$ cat config.mk
export PLATFORM = sky130hd
export DESIGN_NAME = pixel_interp_pipe_flat
export DESIGN_NICKNAME = d
export VERILOG_FILES = /design/src/rtl/pixel_interp_pipe_if.sv /design/src/rtl/pixel_interp_pipe.sv /design/src/flat_wrapper.sv
export SDC_FILE = /design/constraint.sdc
export NUM_CORES = 1
export LEC_CHECK = 0
export BUFFER_PORTS_ARGS = -buffer_cell sky130_fd_sc_hd__buf_2
export CORE_ASPECT_RATIO = 0.7
export CORE_MARGIN = 1
export CORE_UTILIZATION = 55
export CTS_CLUSTER_DIAMETER = 200
export DETAILED_ROUTE_END_ITERATION = 10
export GPL_TIMING_DRIVEN = 0
export PLACE_DENSITY = 0.73
export SETUP_SLACK_MARGIN = 0.4
export SLEW_MARGIN = 40
export SYNTH_ARGS = -nofsm -noshare
export SYNTH_HDL_FRONTEND = slang
export SYNTH_SLANG_ARGS = --single-unit
$ cat constraint.sdc
create_clock -name clk -period 8.6 [get_ports clk]
set_input_delay 2.15 -clock clk [delete_from_list [all_inputs] [get_ports clk]]
set_output_delay 2.15 -clock clk [all_outputs]
set_load 0.01 [all_outputs]
$ cat src/rtl/pixel_interp_pipe_if.sv
// rtl/pixel_interp_pipe_if.sv - window-in / pixel-out stream bundle for pixel_interp_pipe
interface pixel_interp_pipe_if #(
    parameter int PIX_W  = 8,
    parameter int CH     = 1,
    parameter int FRAC_W = 4
) ();
    logic                  s_valid;
    logic                  s_ready;
    logic [CH*PIX_W-1:0]   p0;
    logic [CH*PIX_W-1:0]   p1;
    logic [CH*PIX_W-1:0]   p2;
    logic [CH*PIX_W-1:0]   p3;
    logic [FRAC_W-1:0]     fx;
    logic [FRAC_W-1:0]     fy;
    logic                  mode;
    logic                  m_valid;
    logic                  m_ready;
    logic [CH*PIX_W-1:0]   m_pix;

    modport slave (
        input  s_valid, p0, p1, p2, p3, fx, fy, mode, m_ready,
        output s_ready, m_valid, m_pix
    );

    modport master (
        output s_valid, p0, p1, p2, p3, fx, fy, mode, m_ready,
        input  s_ready, m_valid, m_pix
    );
endinterface

$ cat src/rtl/pixel_interp_pipe.sv
// rtl/pixel_interp_pipe.sv - 3-stage 2x2 rounded-average / bilinear pixel interpolator
// Optional output-transfer counter (pix_cnt, cnt_clr) enabled by PIXEL_INTERP_PIXCNT_EN.
module pixel_interp_pipe #(
    parameter int PIX_W  = 8,
    parameter int CH     = 1,
    parameter int FRAC_W = 4
) (
    input  logic              clk,
    input  logic              rst_n,
    pixel_interp_pipe_if.slave bus
`ifdef PIXEL_INTERP_PIXCNT_EN
    ,
    input  logic              cnt_clr,
    output logic [31:0]       pix_cnt
`endif
);
    localparam int DW = CH * PIX_W;
    localparam int SW = PIX_W + 2;
    localparam int TW = PIX_W + FRAC_W;
    localparam int AW = PIX_W + 2 * FRAC_W + 1;
    localparam int QW = PIX_W + 1;

    localparam logic [TW-1:0] WONE_T = TW'(1) << FRAC_W;
    localparam logic [AW-1:0] WONE_A = AW'(1) << FRAC_W;
    localparam logic [AW-1:0] RND    = AW'(1) << (2 * FRAC_W - 1);

    logic en1, en2, en3;
    logic v1, v2, v3;

    logic              mode1;
    logic [FRAC_W-1:0] fy1;
    logic [CH*SW-1:0]  sum1;
    logic [CH*TW-1:0]  top1, bot1;

    logic              mode2;
    logic [DW-1:0]     avg2;
    logic [CH*QW-1:0]  q2;

    logic [DW-1:0]     pix3;

    logic [CH*SW-1:0]  s1_sum;
    logic [CH*TW-1:0]  s1_top, s1_bot;
    logic [DW-1:0]     s2_avg;
    logic [CH*QW-1:0]  s2_q;
    logic [DW-1:0]     s3_pix;

    logic [TW-1:0]     wx, wx_n;
    logic [AW-1:0]     wy, wy_n;

    // Ready ripples back from the output; a stage may load whenever its content leaves.
    assign en3 = !v3 || bus.m_ready;
    assign en2 = !v2 || en3;
    assign en1 = !v1 || en2;

    assign bus.s_ready = en1;
    assign bus.m_valid = v3;
    assign bus.m_pix   = pix3;

    assign wx   = TW'(bus.fx);
    assign wx_n = WONE_T - wx;
    assign wy   = AW'(fy1);
    assign wy_n = WONE_A - wy;

    for (genvar c = 0; c < CH; c++) begin : g_ch
        logic [TW-1:0] a0, a1, a2, a3;
        logic [AW-1:0] top_c, bot_c;

        assign a0 = TW'(bus.p0[c*PIX_W +: PIX_W]);
        assign a1 = TW'(bus.p1[c*PIX_W +: PIX_W]);
        assign a2 = TW'(bus.p2[c*PIX_W +: PIX_W]);
        assign a3 = TW'(bus.p3[c*PIX_W +: PIX_W]);

        assign s1_sum[c*SW +: SW] = SW'(bus.p0[c*PIX_W +: PIX_W]) + SW'(bus.p1[c*PIX_W +: PIX_W])
                                  + SW'(bus.p2[c*PIX_W +: PIX_W]) + SW'(bus.p3[c*PIX_W +: PIX_W]);
        assign s1_top[c*TW +: TW] = a0 * wx_n + a1 * wx;
        assign s1_bot[c*TW +: TW] = a2 * wx_n + a3 * wx;

        assign top_c = AW'(top1[c*TW +: TW]);
        assign bot_c = AW'(bot1[c*TW +: TW]);

        // Only the integer part plus one overflow bit of the accumulator is carried forward.
        assign s2_q[c*QW +: QW]      = QW'((top_c * wy_n + bot_c * wy + RND) >> (2 * FRAC_W));
        assign s2_avg[c*PIX_W +: PIX_W] = PIX_W'((sum1[c*SW +: SW] + SW'(2)) >> 2);

        assign s3_pix[c*PIX_W +: PIX_W] = !mode2            ? avg2[c*PIX_W +: PIX_W] :
                                          q2[c*QW + PIX_W]  ? {PIX_W{1'b1}} :
                                                              q2[c*QW +: PIX_W];
    end

    always_ff @(posedge clk) begin
        if (!rst_n) begin
            v1    <= 1'b0;
            mode1 <= 1'b0;
            fy1   <= '0;
            sum1  <= '0;
            top1  <= '0;
            bot1  <= '0;
        end else if (en1) begin
            v1 <= bus.s_valid;
            if (bus.s_valid) begin
                mode1 <= bus.mode;
                fy1   <= bus.fy;
                sum1  <= s1_sum;
                top1  <= s1_top;
                bot1  <= s1_bot;
            end
        end
    end

    always_ff @(posedge clk) begin
        if (!rst_n) begin
            v2    <= 1'b0;
            mode2 <= 1'b0;
            avg2  <= '0;
            q2    <= '0;
        end else if (en2) begin
            v2 <= v1;
            if (v1) begin
                mode2 <= mode1;
                avg2  <= s2_avg;
                q2    <= s2_q;
            end
        end
    end

    always_ff @(posedge clk) begin
        if (!rst_n) begin
            v3   <= 1'b0;
            pix3 <= '0;
        end else if (en3) begin
            v3 <= v2;
            if (v2) begin
                pix3 <= s3_pix;
            end
        end
    end

`ifdef PIXEL_INTERP_PIXCNT_EN
    always_ff @(posedge clk) begin
        if (!rst_n) begin
            pix_cnt <= '0;
        end else if (cnt_clr) begin
            pix_cnt <= '0;
        end else if (v3 && bus.m_ready) begin
            pix_cnt <= pix_cnt + 32'd1;
        end
    end
`endif
endmodule
$ cat src/flat_wrapper.sv
// flat-port wrapper written by rule: the top's interface ports become plain ports
module pixel_interp_pipe_flat 
#(
    parameter int PIX_W  = 8,
    parameter int CH     = 1,
    parameter int FRAC_W = 4
)
  (clk, rst_n, bus_s_valid, bus_p0, bus_p1, bus_p2, bus_p3, bus_fx, bus_fy, bus_mode, bus_m_ready, bus_s_ready, bus_m_valid, bus_m_pix);
  pixel_interp_pipe_if #(.PIX_W(PIX_W), .CH(CH), .FRAC_W(FRAC_W)) bus_i ();
  input  logic clk;
  input  logic rst_n;
  input wire logic [$bits(bus_i.s_valid)-1:0] bus_s_valid;
  input wire logic [$bits(bus_i.p0)-1:0] bus_p0;
  input wire logic [$bits(bus_i.p1)-1:0] bus_p1;
  input wire logic [$bits(bus_i.p2)-1:0] bus_p2;
  input wire logic [$bits(bus_i.p3)-1:0] bus_p3;
  input wire logic [$bits(bus_i.fx)-1:0] bus_fx;
  input wire logic [$bits(bus_i.fy)-1:0] bus_fy;
  input wire logic [$bits(bus_i.mode)-1:0] bus_mode;
  input wire logic [$bits(bus_i.m_ready)-1:0] bus_m_ready;
  output wire logic [$bits(bus_i.s_ready)-1:0] bus_s_ready;
  output wire logic [$bits(bus_i.m_valid)-1:0] bus_m_valid;
  output wire logic [$bits(bus_i.m_pix)-1:0] bus_m_pix;
  assign bus_i.s_valid = bus_s_valid;
  assign bus_i.p0 = bus_p0;
  assign bus_i.p1 = bus_p1;
  assign bus_i.p2 = bus_p2;
  assign bus_i.p3 = bus_p3;
  assign bus_i.fx = bus_fx;
  assign bus_i.fy = bus_fy;
  assign bus_i.mode = bus_mode;
  assign bus_i.m_ready = bus_m_ready;
  assign bus_s_ready = bus_i.s_ready;
  assign bus_m_valid = bus_i.m_valid;
  assign bus_m_pix = bus_i.m_pix;
  pixel_interp_pipe #(.PIX_W(PIX_W), .CH(CH), .FRAC_W(FRAC_W)) u_core (.clk(clk), .rst_n(rst_n), .bus(bus_i));
endmodule
**Word level (Yosys, flattened, before mapping)**

Cells that the tools add are included.

- Bits in registers: 68
- Latch bits: 0
- Bits in writable memories: 0
- Bits in read-only memories: 0
- Input port bits: 45
- Output and inout port bits: 10
- Word-level logic and storage cells: 39
- Memories: 0

- $add $sub $neg: 10
- $mul: 6
- Divide/modulo/power cells: 0
- $lt $le $gt $ge: 0
- Equality and inequality tests: 0
- Shift-type cells: 0
- Muxes and demuxes: 2
- Bitwise gates (word level): 0
- Reductions and logical operators: 9

Operator list:

| operator | count |
|---|---|
| 12-bit adder | 2 |
| 8-bit by 12-bit multiplier with 12-bit output | 2 |
| 8-bit by 4-bit multiplier with 12-bit output | 2 |
| 10-bit by 8-bit adder with 10-bit output | 2 |
| 17-bit adder | 1 |
| 17-bit by 8-bit adder with 17-bit output, second input constant | 1 |
| 12-bit by 17-bit multiplier with 17-bit output | 1 |
| 12-bit by 4-bit multiplier with 16-bit output | 1 |
| 8-bit two-way mux | 2 |
| 5-bit by 4-bit subtractor with 6-bit output, first input constant | 2 |
| 10-bit by 2-bit adder with 10-bit output, second input constant | 1 |
| 8-bit by 8-bit adder with 9-bit output | 1 |
| 2-bit AND reduction | 3 |
| 1-bit zero test | 3 |
| 1-bit logical OR | 3 |

**Longest topological paths before layout**

- Depth after elaboration: 5
- Depth in mapped cells: 26
- Mapped depth without buffers: 25

**Worst setup path before layout**

Ideal clock, no wire load.

- Path type: input to register
- Start point: input bus_fx[0]
- End point: register u_core.bot1[11]
- Setup time: 0.086 ns
- Data arrival time: 7.342 ns
- Data required time: 8.514 ns
- Path slack: 1.173 ns
- Stages on the path: 18
- Buffers on the path: 2
- Path through: inv_1 > clkbuf_1 > ha_1 > nor3b_1 > clkbuf_1 > nand2_1 > fa_1 > fa_1 > fa_1 > inv_1 > fa_1 > fa_1 > ha_1 > a2111oi_2 > nor3_1 > a2111o_1 > xnor2_1 > a211oi_1

- Word-level cells in the longest chain between the ends: 3

Ends and longest elaborated chain:

| item | RTL line | source |
|---|---|---|
| start: declaration | flat_wrapper.sv:17 | `input wire logic [$bits(bus_i.fx)-1:0] bus_fx;` |
| 5-bit by 4-bit subtractor with 6-bit output | pixel_interp_pipe.sv:60 | `assign wx_n = WONE_T - wx;` |
| 8-bit by 12-bit multiplier with 12-bit output | pixel_interp_pipe.sv:76 | `assign s1_bot[c*TW +: TW] = a2 * wx_n + a3 * wx;` |
| 12-bit adder * | pixel_interp_pipe.sv:76 |  |
| end signal: assignment | pixel_interp_pipe.sv:105 | `bot1 <= s1_bot;` |
| end: declaration | pixel_interp_pipe.sv:33 | `logic [CH*TW-1:0] top1, bot1;` |

Mark *: on every way between the ends. The rest lies on a longest branch, timed or not.
A chain may end at the register's enable or synchronous reset.

**Worst setup path after layout**

Same ends and word-level chain as after synthesis.

==> metrics.yaml <==
status: "finished clean"
required_ns: 8.86
timing.rr.end: "u_core.q2[4]$_SDFFE_PN0P_"
die_h_um: 124
h-tree-depth: 3
p_leak_nw: 6.63
fill_cells: 1816
syn_avg_cell_area_um2: 8.48
hp-start: "u_core.bus.m_pix[4]$_SDFFE_PN0P_"
r2r_start: "u_core.fy1[1]$_SDFFE_PN0P_"
synth_async_sr_flop_share_pct: 0
powerDensity_nw_per_um2: 219
synth_nets: 1761
drt-pass1-iter-count: 7
start_util_pct: 56.3
hold_path_class: "flip-flop to flip-flop"
clockBufferDepth: 2
vias_per_cell: 5.36
m1WireLength_mm: 13.7
die-width_um: 176
ys_warn_count: 0
post-route-min-period_ns: 7.81
period_share_pct: 90.8
worstPathArrival_ns: 8.07
slew_violations: 0
cap_violations: 0
antenna_found_initial: 0
cp-start-kind: "input pin"
syn-instance-count: 1377
power.share.clock_pct: 15.8
fin_util_pct: 61.0
cp_cell_sequence: "buf_2 -> inv_1 -> clkbuf_1 -> ha_1 -> nor3b_4 -> clkbuf_2 -> nand2_1 -> fa_1 -> fa_1 -> fa_1 -> inv_1 -> fa_1 -> fa_1 -> ha_1 -> a2111oi_2 -> nor3_1 -> a2111o_1 -> xnor2_1 -> a211oi_1"
cts_tree: "done"
swShare_pct: 46.8
relSlewSlack_pct: 44.7
yosysMostFrequentCell: "inv_1"
wl_met3_mm: 2.29
gp_congestion: 0.872
vias: 9219
routed_wl_mm: 27.5
ir_drop_v: 0.000160
ctsHoldBuffers: 0
route.detailed.drc: 0
place_inst: 1704
yosysUniqueCellTypes: 43
grt_overflow: 0
drtIter0Drc: 527
yosysTopAreaCell: "fa_1"
grt_pass1_wl_mm: 47.2
seq_power_share_pct: 16.0
p_total_mw: 2.77
ant_nets: 0
ys.flop_type: "dfxtp_1"
dp_hpwl_mm: 23.3
clockRootBuffer: "clkbuf_16"
placed_area_um2: 12300
dieArea_um2: 21800
yosysSeqAreaShare_pct: 11.5
cts.clk_slew.worst_paths_ns: 0.06
fmax_mhz: 128
cellInternalPower_mw: 1.48
std_cell_rows: 44
grt_max_degree: 14
path_class: "input pin to flip-flop"
core_area_um2: 20800
cp_slowest_cell: "fa_1"
rsz0062_at_grt: "false"
fin_cells: 1721
clock_latency_ns: 0.34
worstMarginPinSlew_ns: 0.829
synth_common_cells: "inv_1, nand2_1, ha_1, fa_1, and2_1"
fin_nets: 1823
top_layer_used: "met4"
power_switching_mw: 1.30
cts_buffers: 9
grt_pass1_vias: 9387
worst-path-max-fanout: 10
synth_edf_count: 0
setup_viol: 0
ff2ff_path_depth: 26
yosysTopAreaCellShare_pct: 28.8
synth_area_um2: 11700
syn_to_final_growth_pct: 8.47
cpPeakStageDelay_ns: 0.52
cp.buffers_inverters: 5
wl_met2_mm: 11.3
skew_ns: 0.00881
fin_ws_ns: 0.790
setup.worst_path.end_class: "flip-flop"
critical-path-top-delay-family: "adder cells"
finalInstanceArea_um2: 12700
cts.sinks: 67
min_to: "u_core.bus.m_pix[4]$_SDFFE_PN0P_"
post-place-ws_ns: 0.171
pwr-share-comb_pct: 68.3
rrSetupSlack_ns: 1.02
hold_viol: 0
cp_common_cell: "fa_1"
io_buffer_count: 51
netlist_top_cells_area: "fa_1, ha_1, dfxtp_1, inv_1, nand2_1"
ios: 55
synth-seq-cells: 67
gr-usage-all-layers_pct: 27.9
wl_per_cell_um: 16.0
drive_gt1_share_pct: 5.54
worstHoldPathCells: 2
[stage by stage]
stage	setup TNS (ns)	hold slack, ns
2_1_floorplan	0	0.432
3_3_place_gp	-0.134	0.441
3_5_place_dp	0	0.440
4_1_cts	0	0.455
5_1_grt	0	0.462
6_report	0	0.456
[sequential cells by signal, summed over array words and instances (netlist names), 4 cells and up]
name	count
u_core.q2	9
u_core.top1	12
u_core.avg2	8
u_core.fy1	4
u_core.bus.m_pix	8
u_core.sum1	9
u_core.bot1	12
[power by group through the flow]
stage               Clock [mW]  Combinational [mW]  Sequential, mW
finish                   0.437                1.89           0.443
global route             0.456                2.19           0.450
CTS                      0.440                1.90           0.439
detailed placement           0                1.88           0.446
global placement             0                1.84           0.444
floorplan                    0                1.47           0.416
[worst min-delay path: stages (launching register included)]
cell and delay (ns):
dfxtp_1 0.31, nand2_1 0.05, a21oi_1 0.05
[cells in the final DEF (no fill, tap or decap), types with 29 or more instances in the layout]
| cell type | n |
|---|---|
| ha_1 | 171 |
| clkbuf_1 | 40 |
| buf_2 | 51 |
| fa_1 | 168 |
| nand3_1 | 29 |
| dfxtp_1 | 67 |
| a21oi_1 | 57 |
| nor2_1 | 57 |
| inv_1 | 253 |
| xnor2_1 | 41 |
| and2_1 | 104 |
| nand2_1 | 215 |
[per-layer routing]
metal  global-route usage (%)  vias to the layer above
met5                        0                        -
met4                     4.46                        0
li1                         -                     4453
met1                     41.8                     4463
met3                     6.26                       23
met2                     41.5                      280
[cells by family after synthesis]
kind of cell | after synthesis | share of synthesized area, %
fa+ha+maj | 339 | 47.1
flops | 67 | 11.5
buf+inv | 298 | 9.58
xor+xnor | 64 | 4.80
simple gates | 448 | 17.9
compound gates | 161 | 9.15
[cell type report]
type | count | area [um^2] | share of cell area, %
diodes | 1 | 2.50 | 0.0198
inverters | 254 | 953 | 7.53
well taps | 276 | 345 | 2.73
plain buffers | 44 | 169 | 1.33
multi-input cells | 1012 | 9250 | 73.0
repair buffers | 51 | 255 | 2.02
clock inverters | 7 | 124 | 0.978
flip-flops and latches | 67 | 1340 | 10.6
clock buffers | 9 | 225 | 1.78
[repair_timing]
action	4_1_cts	5_1_grt
setup endpoints to repair	0	3
setup buffers	0	0
gates resized for setup	0	7
[worst max-delay path by stage]
stage,from,endpoint,slack (ns),cells after the start
3_3_place_gp,bus_fx[0],u_core.bot1[11]$_SDFFE_PN0P_,-0.13,19
4_1_cts,bus_fx[0],u_core.bot1[11]$_SDFFE_PN0P_,0.51,19
5_1_grt,bus_fx[0],u_core.bot1[11]$_SDFFE_PN0P_,0.46,19
3_5_place_dp,bus_fx[0],u_core.bot1[11]$_SDFFE_PN0P_,0.17,19
6_report,bus_fx[0],u_core.bot1[11]$_SDFFE_PN0P_,0.79,19
2_1_floorplan,bus_fx[0],u_core.bot1[11]$_SDFFE_PN0P_,1.17,18
(Power assumes the default switching activity.)
